--- config.mk ---
export PLATFORM = sky130hd
export DESIGN_NAME = regfile_wb_arbiter
export DESIGN_NICKNAME = d
export VERILOG_FILES = /design/src/rtl/regfile_wb_arbiter.sv
export SDC_FILE = /design/constraint.sdc
export NUM_CORES = 1
export LEC_CHECK = 0
export BUFFER_PORTS_ARGS = -buffer_cell sky130_fd_sc_hd__buf_4
export CAP_MARGIN = 20
export CORE_ASPECT_RATIO = 2
export CORE_MARGIN = 8
export CORE_UTILIZATION = 35
export CTS_BUF_LIST = sky130_fd_sc_hd__clkbuf_8
export DETAILED_ROUTE_END_ITERATION = 16
export PLACE_DENSITY = 0.6
export SLEW_MARGIN = 20
export SYNTH_ARGS = -nofsm -noshare
export SYNTH_HDL_FRONTEND = slang
export SYNTH_SLANG_ARGS = --single-unit
export TNS_END_PERCENT = 20
--- constraint.sdc ---
create_clock -name clk -period 8.6 [get_ports clk]
set_input_delay 2.58 -clock clk [delete_from_list [all_inputs] [get_ports clk]]
set_output_delay 2.58 -clock clk [all_outputs]
set_load 0.005 [all_outputs]
--- src/rtl/regfile_wb_arbiter.sv ---
// Shares the register-file write port between EXU (A) and LSU (B) writebacks.
// It also keeps a per-register pending scoreboard for RAW/WAW hazard reporting.
module regfile_wb_arbiter #(
    parameter int unsigned NREG   = 16,
    parameter int unsigned ADDR_W = 5,
    parameter int unsigned DATA_W = 32
) (
    input  logic              clk,
    input  logic              rst,
    input  logic              issue_valid,
    input  logic [ADDR_W-1:0] issue_rd,
    output logic              issue_ready,
    input  logic [ADDR_W-1:0] rs1,
    input  logic [ADDR_W-1:0] rs2,
    output logic              raw_hazard,
    input  logic              a_valid,
    input  logic [ADDR_W-1:0] a_rd,
    input  logic [DATA_W-1:0] a_data,
    output logic              a_ready,
    input  logic              b_valid,
    input  logic [ADDR_W-1:0] b_rd,
    input  logic [DATA_W-1:0] b_data,
    output logic              b_ready,
    output logic              rf_wen,
    output logic [ADDR_W-1:0] rf_rd,
    output logic [DATA_W-1:0] rf_wdata,
    output logic [NREG-1:0]   pending,
    output logic              wb_err
);

    localparam int unsigned IDX_W = (NREG > 1) ? $clog2(NREG) : 1;

    logic              ptr_b;
    logic              a_grant;
    logic              b_grant;
    logic              xfer;
    logic [ADDR_W-1:0] x_rd;
    logic [DATA_W-1:0] x_data;
    logic              err_set;
    logic [NREG-1:0]   pending_nxt;

    function automatic logic in_range(input logic [ADDR_W-1:0] r);
        return 32'(r) < NREG;
    endfunction

    // x0 and reserved indices are never considered pending
    function automatic logic is_pend(input logic [NREG-1:0] p, input logic [ADDR_W-1:0] r);
        return (r != '0) && in_range(r) && p[r[IDX_W-1:0]];
    endfunction

    // Round-robin grant: ptr_b set means B wins a tie
    always_comb begin
        a_grant = a_valid && (!b_valid || !ptr_b);
        b_grant = b_valid && (!a_valid || ptr_b);
        xfer    = a_grant || b_grant;
        x_rd    = b_grant ? b_rd : a_rd;
        x_data  = b_grant ? b_data : a_data;
    end

    assign a_ready     = a_grant;
    assign b_ready     = b_grant;
    assign issue_ready = !is_pend(pending, issue_rd);
    assign raw_hazard  = is_pend(pending, rs1) || is_pend(pending, rs2);

    // Clear on commit first so a same-cycle issue of that index wins
    always_comb begin
        pending_nxt = pending;
        if (rf_wen && in_range(rf_rd)) begin
            pending_nxt[rf_rd[IDX_W-1:0]] = 1'b0;
        end
        if (issue_valid && issue_ready && (issue_rd != '0) && in_range(issue_rd)) begin
            pending_nxt[issue_rd[IDX_W-1:0]] = 1'b1;
        end
        err_set = (xfer && (x_rd != '0) && !is_pend(pending, x_rd))
               || (issue_valid && !in_range(issue_rd));
    end

    always_ff @(posedge clk) begin
        if (rst) begin
            rf_wen   <= 1'b0;
            rf_rd    <= '0;
            rf_wdata <= '0;
            pending  <= '0;
            wb_err   <= 1'b0;
            ptr_b    <= 1'b0;
        end else begin
            rf_wen  <= xfer && (x_rd != '0);
            pending <= pending_nxt;
            wb_err  <= wb_err || err_set;
            if (xfer) begin
                rf_rd    <= x_rd;
                rf_wdata <= x_data;
            end
            if (a_grant) begin
                ptr_b <= 1'b1;
            end else if (b_grant) begin
                ptr_b <= 1'b0;
            end
        end
    end

endmodule

==> results of run 1 <==
-- worst paths after layout --
check,endpoint,slack [ns]
min,rf_wdata[17],0.50
max,b_ready,2.05
max reg2reg,wb_err,6.21
min reg2reg,rf_wdata[17],0.50
-- state kept, by name, summed over array words and instances (netlist names) --
| register | cells |
|---|---|
| rf_wdata | 32 |
| pending | 16 |
| rf_rd | 5 |
| ptr_b | 1 |
| rf_wen | 1 |
| wb_err | 1 |
-- worst register-to-register path: stages, from the launching register on --
cell and delay (ns):
sky130_fd_sc_hd__dfxtp_1 0.36, sky130_fd_sc_hd__nand2b_4 0.18, sky130_fd_sc_hd__nand2_4 0.40, sky130_fd_sc_hd__inv_2 0.43
sky130_fd_sc_hd__or3_1 0.46, sky130_fd_sc_hd__a32oi_1 0.19, sky130_fd_sc_hd__o31ai_1 0.10, sky130_fd_sc_hd__a41oi_1 0.20
-- cell usage in the layout, fill, tap and decap left out, types with 3 or more instances in the layout --
| cell type | Yosys | routed |
|---|---|---|
| sky130_fd_sc_hd__nor2_1 | 42 | 42 |
| sky130_fd_sc_hd__a211oi_1 | 10 | 10 |
| sky130_fd_sc_hd__mux2_2 | 3 | 3 |
| sky130_fd_sc_hd__nor2b_1 | 4 | 4 |
| sky130_fd_sc_hd__clkbuf_8 | 0 | 6 |
| sky130_fd_sc_hd__a21oi_1 | 17 | 17 |
| sky130_fd_sc_hd__mux4_2 | 12 | 12 |
| sky130_fd_sc_hd__a311oi_1 | 34 | 34 |
| sky130_fd_sc_hd__nand3_1 | 5 | 5 |
| sky130_fd_sc_hd__mux2i_1 | 6 | 6 |
| sky130_fd_sc_hd__inv_1 | 5 | 5 |
| sky130_fd_sc_hd__o21ai_0 | 16 | 16 |
| sky130_fd_sc_hd__nand2b_1 | 7 | 7 |
| sky130_fd_sc_hd__nand3b_1 | 3 | 3 |
| sky130_fd_sc_hd__o21a_1 | 4 | 4 |
| sky130_fd_sc_hd__nand2_1 | 87 | 87 |
| sky130_fd_sc_hd__buf_4 | 1 | 153 |
| sky130_fd_sc_hd__dfxtp_1 | 56 | 56 |
-- layer usage --
layer,track usage,part of all wire
met5,0,0
met4,0.0956,0.041
met3,0.0578,0.069
met2,0.332,0.54
met1,0.171,0.35
-- cell families (layout without fill, tap and decap cells) --
| kind of cell | Yosys count | after routing |
|---|---|---|
| mux | 24 | 24 |
| simple gates | 169 | 169 |
| compound gates | 97 | 97 |
| flops | 56 | 56 |
| buf+inv | 32 | 167 |
-- power by group --
| part | switching [mW] | total (mW) | internal [mW] | leakage, nW |
|---|---|---|---|---|
| clock network | 0.0898 | 0.185 | 0.0954 | 0.0614 |
| logic | 0.0655 | 0.140 | 0.0747 | 1.41 |
| registers | 0.0136 | 0.290 | 0.276 | 0.462 |
| total | 0.169 | 0.615 | 0.446 | 1.93 |
-- area by class of cell --
type / count / area, um2
Tap cell: 102 / 128
Fill cell: 918 / 4460
Multi-Input combinational cell: 290 / 1880
Sequential cell: 56 / 1120
Inverter: 6 / 22.5
Clock buffer: 6 / 82.6
Timing Repair Buffer: 153 / 1150
Clock inverter: 2 / 38.8
==> results.md, run 1 <==
## Run status
• complete, no violations — outcome

## Cells and area
• 0.366 — layout cells sized above 1
• 0.498 — end-of-flow core utilization
• 40.9% — relative area change from synthesis to final layout
• 615 — Final Non-Filler Cells
• 0 — count of inserted antenna diode cells
• 606 — count of nets after finishing
• 0.00443 mm2 — Layout Cell Area excl Fill

## Setup path
• 7 — number of cells on the worst reg-to-reg path
• 42 — critical path fanouts, max
• sky130_fd_sc_hd__inv_2 — standard cell with the maximum stage delay on the critical path
• 3.97 ns — arrival time at the worst endpoint
• sky130_fd_sc_hd__buf_4 — CP dominant cell by count
• in -> out — crit path kind
• input port — Critical Path Source Type
• 5 — path length in cells of the critical path
• buf_4, nand2b_4, nand2_4, inv_2, buf_4 — Cell Chain, Critical Path
• 0.60 ns — delay of the slowest cell on the worst path
• buffers and inverters — Top delay family on crit path
• 6.02 ns — Worst Path Required
• 3 — combined buffer and inverter count along the critical path
• a_valid — worst setup path startpoint
• primary output — CP Capture Type
• ptr_b — startpoint of the worst register-to-register path

## STA
• 2.05 ns — worst setup slack after layout
• 0.519 — worst slew margin relative to its limit
• 6.55 ns — clock period minus final worst setup slack
• 0 ns — sum of negative setup slack
• 0.502 ns — hold slack
• 0.153 GHz — FMAX
• 0.761 — share of the clock period used by the worst path after layout
• no — RSZ-0062 raised after global routing
• 0 — setup violators final
• 0 — Max Slew Vio Count
• 0.722 ns — measured slew at the worst slew-check pin
• 0 — final hold vios
• 0.00800 ns — worst-case clock skew

## Floorplanning
• 153 — # IOs
• 0.00889 mm2 — core region area
• 0.0124 mm2 — Die Outline Area
• 49 — number of placement rows
• 150 um — Die Ht
• 83.0 um — horizontal extent of the die
• 0.353 — starting density of the core

## Pwr
• 0.000100 V — VDD IR-drop max
• 139 mW/mm2 — power density over cell area
• 1.93 nW — leak pwr
• 0.615 mW — power after layout

## Placed design
• 152 — PortBufs
• 0.00430 mm2 — area post-placement
• 0.838 — RD Place Congestion
• 2.03 ns — Setup WS pre-CTS
• 607 — cell count after placement
• 9.00 mm — HPWL Detailed

## Route
• 11.5 mm — detailed-route wire length
• 0 — remaining antenna violation count after routing
• 0 — residual DRC count
• 3,385 — via count of the routed design
• 188 — detailed router's first-iteration violation count
• 4 — Detailed Routing Iterations Pass 1
• 5.50 — via density per instance
• 18.7 um — average routed wire per standard cell

## Clock tree
• 5 — number of buffers added by the clock tree synthesis step
• 2 — deepest clock path buffer count
• 0 — Resized Gates After CTS
• 0.11 ns — clock-pin transition on the worst setup and hold timing paths
• 0.32 ns — clock insertion delay at the later pin of the skew report
• 0 — # hold bufs at CTS
• 56 — number of clock sinks
• yes — TritonCTS clock tree
• sky130_fd_sc_hd__clkbuf_8 — buffer cell driving the clock tree root
• 0 — post-CTS setup buffer count
• 2 — H-tree Lvls

## Synthesis
• 0 — arithmetic-cell share of the synthesized area counting full adders, half adders and majority gates
• 0.131 — mux cell area share after synthesis
• 52 — number of distinct library cells after synthesis
• 378 — instance count of the mapped netlist
• 472 — nets in the synthesized netlist
• 87 x sky130_fd_sc_hd__nand2_1, 56 x sky130_fd_sc_hd__dfxtp_1, 42 x sky130_fd_sc_hd__nor2_1 — most numerous cell types in the synthesized netlist
• 0 — Post-synth EDFFs
• 0.223 — compound-gate portion of the synthesized area
• 56 — flip-flop and latch count after synthesis
• 0 — xor-xnor portion of the synthesized cell area
• 0 — share of flip-flops with an asynchronous set or reset
• 8.31 um2 — average size of a mapped cell
• 0.00314 mm2 — total standard cell area after synthesis
• sky130_fd_sc_hd__dfxtp_1 36%, sky130_fd_sc_hd__nand2_1 10%, sky130_fd_sc_hd__a311oi_1 9.5% — Area contributors post-synth
• sky130_fd_sc_hd__nand2_1 — library cell with the highest instance count after synthesis
• 0.357 — sequential share of the synthesized area
• 0.246 — area fraction in and, or, nand and nor cells after synthesis
• sky130_fd_sc_hd__dfxtp_1 — cell taking the most area after synthesis
• 0 — Yosys warning total
• sky130_fd_sc_hd__dfxtp_1 — main flop type after synthesis
• 0.357 — fraction of post-synthesis cell area in the top cell type by area
• simple AND/OR/NAND/NOR gates — largest family of logic cells by synthesized area

## Global routing
• 77 — largest net degree at the start of global routing
• 18.4 mm — first-pass GRT wire length
• 0 — Congestion Overflow GR
• 0 — antenna violations before repair
• 3,591 — number of global-route vias before repair
• 0.180 — total track usage

## Hold path
• reg -> reg — path category of the worst min-delay check
• 2 — cell count of the worst hold path
• rf_wdata[17] — startpoint of the most critical hold path

## Flow run
• 0 — max capacitance violation total

Note: power is estimated with default switching activity, not from simulation.
==> run 2, diff against run 1 <==
==> constraint.sdc (replaced) <==
create_clock -name clk -period 6.85 [get_ports clk]
set_input_delay 2.055 -clock clk [delete_from_list [all_inputs] [get_ports clk]]
set_output_delay 2.055 -clock clk [all_outputs]
set_load 0.005 [all_outputs]
==> results.md, run 2 (synthesis results as in run 1) <==
## Clock tree
• 5 — number of buffers added by the clock tree synthesis step
• yes — TritonCTS clock tree
• 2 — deepest clock path buffer count
• 56 — number of clock sinks
• 0.11 ns — clock-pin transition on the worst setup and hold timing paths
• 0.32 ns — clock insertion delay at the later pin of the skew report
• 0 — post-CTS setup buffer count
• 2 — H-tree Lvls
• 0 — Resized Gates After CTS
• 0 — # hold bufs at CTS
• sky130_fd_sc_hd__clkbuf_8 — buffer cell driving the clock tree root

## Global routing
• 0 — Congestion Overflow GR
• 3,473 — number of global-route vias before repair
• 0 — antenna violations before repair
• 0.168 — global-route met1 utilization
• 0.176 — total track usage
• met2 — routing layer with the top usage in global route
• 77 — largest net degree at the start of global routing
• 0.0572 — met3 routing resource usage after global routing
• 17.9 mm — first-pass GRT wire length
• 0.327 — GR Util met2

## Cells and area
• 154 x sky130_fd_sc_hd__buf_4, 87 x sky130_fd_sc_hd__nand2_1, 56 x sky130_fd_sc_hd__dfxtp_1, 42 x sky130_fd_sc_hd__nor2_1, 34 x sky130_fd_sc_hd__a311oi_1 — most frequent cells in the layout
• 0.368 — layout cells sized above 1
• sky130_fd_sc_hd__buf_4 — commonest non-fill, non-tap cell in the layout
• 0 — count of inserted antenna diode cells
• rf_wdata — register containing the most flip-flops in the final layout
• rf_wdata (32), pending (16), rf_rd (5) — Largest regs
• 40.4% — relative area change from synthesis to final layout
• 607 — count of nets after finishing
• 32 — number of flip-flops in the largest register
• 0.496 — end-of-flow core utilization

## STA
• no — RSZ-0062 raised after global routing
• 0 — setup violators final
• 1.37 ns — worst setup slack after layout
• 0 — final hold vios
• 0.182 GHz — FMAX
• 0.518 — worst slew margin relative to its limit
• 0.0103 ns — worst-case clock skew
• 0 ns — sum of negative setup slack
• 0.800 — share of the clock period used by the worst path after layout
• 0 — Max Slew Vio Count
• 0.723 ns — measured slew at the worst slew-check pin
• 5.48 ns — clock period minus final worst setup slack

## Floorplanning
• 0.353 — starting density of the core
• 49 — number of placement rows
• 83.0 um — horizontal extent of the die
• 0.0124 mm2 — Die Outline Area
• 0.00889 mm2 — core region area
• 153 — # IOs
• 150 um — Die Ht

## Setup path
• 6 — number of cells on the worst reg-to-reg path
• primary output — CP Capture Type
• 4.80 ns — Worst Path Required
• in -> out — crit path kind
• 5 — critical path fanouts, max
• input port — Critical Path Source Type
• 0.50 ns — delay of the slowest cell on the worst path
• sky130_fd_sc_hd__mux4_2 — standard cell with the maximum stage delay on the critical path
• 3.43 ns — arrival time at the worst endpoint
• buf_4, mux4_2, mux4_2, inv_1, o22ai_1, buf_4 — Cell Chain, Critical Path

## Pwr
• 0.000156 V — VDD IR-drop max
• 168 mW/mm2 — power density over cell area
• 1.92 nW — leak pwr
• 0.740 mW — power after layout

## Flow run
• 0 — max capacitance violation total

## Run status
• complete, no violations — outcome

## Route
• 11.4 mm — detailed-route wire length
• 0 — residual DRC count
• 5.41 — via density per instance
• 0 — remaining antenna violation count after routing
• 3,334 — via count of the routed design
• 114 — detailed router's first-iteration violation count
• 4 — Detailed Routing Iterations Pass 1
• 18.5 um — average routed wire per standard cell

## Hold path
• 2 — cell count of the worst hold path
• reg -> reg — path category of the worst min-delay check

## Placed design
• 8.86 mm — HPWL Detailed
• 0.829 — RD Place Congestion
• 1.36 ns — Setup WS pre-CTS
• 152 — PortBufs

[run 2: cell count changes in the layout (fill, tap and decap cells not counted)]
cell / before / now
sky130_fd_sc_hd__inv_8: 0 / 1
sky130_fd_sc_hd__clkinvlp_4: 0 / 1
sky130_fd_sc_hd__clkbuf_8: 6 / 5
sky130_fd_sc_hd__buf_4: 153 / 154
sky130_fd_sc_hd__bufinv_16: 1 / 0
[run 2: final timing paths]
| kind | start | to | slack (ns) |
|---|---|---|---|
| setup / recovery | rs2[0] | raw_hazard | 1.37 |
| hold / removal | rf_wdata[21] | rf_wdata[21] | 0.50 |
| setup reg to reg | ptr_b | wb_err | 4.59 |
| hold reg to reg | rf_wdata[21] | rf_wdata[21] | 0.50 |
[run 2: layout make-up]
type / instances / area (um2)
flip-flops and latches: 56 / 1120
repair buffers: 154 / 1160
inverters: 6 / 22.5
well taps: 102 / 128
clock buffers: 5 / 68.8
clock inverters: 3 / 27.5
multi-input cells: 290 / 1880
fillers: 883 / 4480
[run 2: worst max-delay path: cells and delay by family]
kind	cells	cell delay (ns)
AO/OA/AOI/OAI	1	0.07
buffers and inverters	3	0.32
multiplexers	2	0.98
[run 2: power by group]
group / switching (mW) / internal [mW] / total, mW
Clock: 0.125 / 0.0755 / 0.200
Sequential: 0.0169 / 0.347 / 0.364
Combinational: 0.0820 / 0.0943 / 0.176
Total: 0.224 / 0.517 / 0.740
[run 2: metal layers]
layer  part of all wire  up-vias
li1                   -     1645
met1               0.36     1534
met2               0.53      137
met3              0.073       18
met4              0.034        0
met5                  0        -
[run 2: per-stage QoR]
stage               instances  hold WS [ns]  instance area (um2)
floorplan                 378         0.469                 3140
global placement          608         0.483                 4310
detailed placement        608         0.493                 4310
CTS                       616         0.509                 4410
global route              616         0.524                 4410
finish                    616         0.505                 4410
==> run 3, diff against run 2 <==
==> constraint.sdc (replaced) <==
create_clock -name clk -period 5.2 [get_ports clk]
set_input_delay 1.56 -clock clk [delete_from_list [all_inputs] [get_ports clk]]
set_output_delay 1.56 -clock clk [all_outputs]
set_load 0.005 [all_outputs]
==> results.md, run 3 (synthesis results as in run 1) <==
## Route
• 5.50 — via density per instance
• 3,392 — via count of the routed design
• 11.7 mm — detailed-route wire length
• 5 — Detailed Routing Iterations Pass 1
• 0 — remaining antenna violation count after routing
• 0 — residual DRC count
• 18.9 um — average routed wire per standard cell
• 133 — detailed router's first-iteration violation count

## STA
• 0 — Max Slew Vio Count
• 0.222 GHz — FMAX
• 0 — setup violators final
• no — RSZ-0062 raised after global routing
• 0.995 ns — measured slew at the worst slew-check pin
• 4.50 ns — clock period minus final worst setup slack
• 0.865 — share of the clock period used by the worst path after layout
• 0.337 — worst slew margin relative to its limit
• 0 ns — sum of negative setup slack
• 0 — final hold vios
• 0.0116 ns — worst-case clock skew

## Global routing
• 3,447 — number of global-route vias before repair
• 0 — antenna violations before repair
• 59 — largest net degree at the start of global routing
• 18.2 mm — first-pass GRT wire length
• 0 — Congestion Overflow GR
• 0.181 — total track usage

## Cells and area
• rf_wdata (32), pending (16), rf_rd (5) — Largest regs
• sky130_fd_sc_hd__buf_4 — commonest non-fill, non-tap cell in the layout
• 155 x sky130_fd_sc_hd__buf_4, 87 x sky130_fd_sc_hd__nand2_1, 56 x sky130_fd_sc_hd__dfxtp_1, 42 x sky130_fd_sc_hd__nor2_1, 34 x sky130_fd_sc_hd__a311oi_1 — most frequent cells in the layout
• 32 — number of flip-flops in the largest register
• 0 — count of inserted antenna diode cells
• 0.369 — layout cells sized above 1
• 608 — count of nets after finishing
• 40.4% — relative area change from synthesis to final layout
• 0.00441 mm2 — Layout Cell Area excl Fill
• 0.496 — end-of-flow core utilization
• rf_wdata — register containing the most flip-flops in the final layout

## Floorplanning
• 150 um — Die Ht
• 0.353 — starting density of the core
• 0.00889 mm2 — core region area
• 153 — # IOs
• 83.0 um — horizontal extent of the die
• 49 — number of placement rows
• 0.0124 mm2 — Die Outline Area

## Clock tree
• 0 — # hold bufs at CTS
• 5 — number of buffers added by the clock tree synthesis step
• 0.32 ns — clock insertion delay at the later pin of the skew report
• 0 — post-CTS setup buffer count
• 0 — Resized Gates After CTS
• 0.10 ns — clock-pin transition on the worst setup and hold timing paths
• 56 — number of clock sinks
• 2 — H-tree Lvls
• sky130_fd_sc_hd__clkbuf_8 — buffer cell driving the clock tree root
• yes — TritonCTS clock tree
• 2 — deepest clock path buffer count

## Setup path
• wb_err — Crit Reg-Reg Endpoint
• ptr_b — startpoint of the worst register-to-register path
• input port — Critical Path Source Type
• 7 — number of cells on the worst reg-to-reg path
• rs2[0] — worst setup path startpoint
• 3.64 ns — Worst Path Required
• primary output — CP Capture Type
• 5 — critical path fanouts, max
• 2.94 ns — arrival time at the worst endpoint
• in -> out — crit path kind
• 3.10 ns — Worst R2R Setup Slack

## Placed design
• 0.840 — RD Place Congestion
• 9.14 mm — HPWL Detailed
• 0.00432 mm2 — area post-placement
• 152 — PortBufs

## Pwr
• 0.000132 V — VDD IR-drop max
• 1.92 nW — leak pwr
• 0.965 mW — power after layout
• 219 mW/mm2 — power density over cell area

## Hold path
• 2 — cell count of the worst hold path
• rf_wdata[24] — hold endpoint
• reg -> reg — path category of the worst min-delay check
• rf_wdata[24] — startpoint of the most critical hold path

## Run status
• complete, no violations — outcome

## Flow run
• 0 — max capacitance violation total

run 3: changes by cell type in the layout (fill, tap and decap cells not counted), sizes merged:
cell and change:
buf +1
run 3: per-stage QoR:
stage / std cells / setup WS [ns] / hold slack [ns]
CTS: 617 / 0.689 / 0.507
global placement: 609 / 0.736 / 0.483
finish: 617 / 0.702 / 0.503
detailed placement: 609 / 0.687 / 0.491
floorplan: 378 / 0.928 / 0.469
global route: 617 / 0.656 / 0.528
run 3: area by class of cell:
| class | instances | area, um2 |
|---|---|---|
| Tap cell | 102 | 128 |
| Sequential cell | 56 | 1120 |
| Timing Repair Buffer | 155 | 1160 |
| Inverter | 6 | 22.5 |
| Clock buffer | 5 | 68.8 |
| Clock inverter | 3 | 21.3 |
| Multi-Input combinational cell | 290 | 1880 |
| Fill cell | 895 | 4480 |
run 3: metal layers:
metal	vias to the layer above	GRT usage	routed length, um
li1	1646	-	-
met1	1576	0.166	4070
met2	142	0.333	6280
met3	28	0.0605	871
met4	0	0.113	464
met5	-	0	0
run 3: critical path: stages:
cell and delay (ns):
sky130_fd_sc_hd__buf_4 0.12, sky130_fd_sc_hd__mux4_2 0.50, sky130_fd_sc_hd__mux4_2 0.48, sky130_fd_sc_hd__inv_1 0.07, sky130_fd_sc_hd__o22ai_1 0.07, sky130_fd_sc_hd__buf_4 0.13
run 3: worst max-delay path by stage:
stage | end | slack, ns | cells past startpoint
floorplan | issue_ready | 0.93 | 4
global placement | raw_hazard | 0.74 | 6
detailed placement | raw_hazard | 0.69 | 6
CTS | raw_hazard | 0.69 | 6
global route | raw_hazard | 0.66 | 6
finish | raw_hazard | 0.70 | 6
run 3: power by group:
group	switching (mW)	internal (mW)
logic	0.109	0.125
clock network	0.155	0.0962
registers	0.0228	0.457
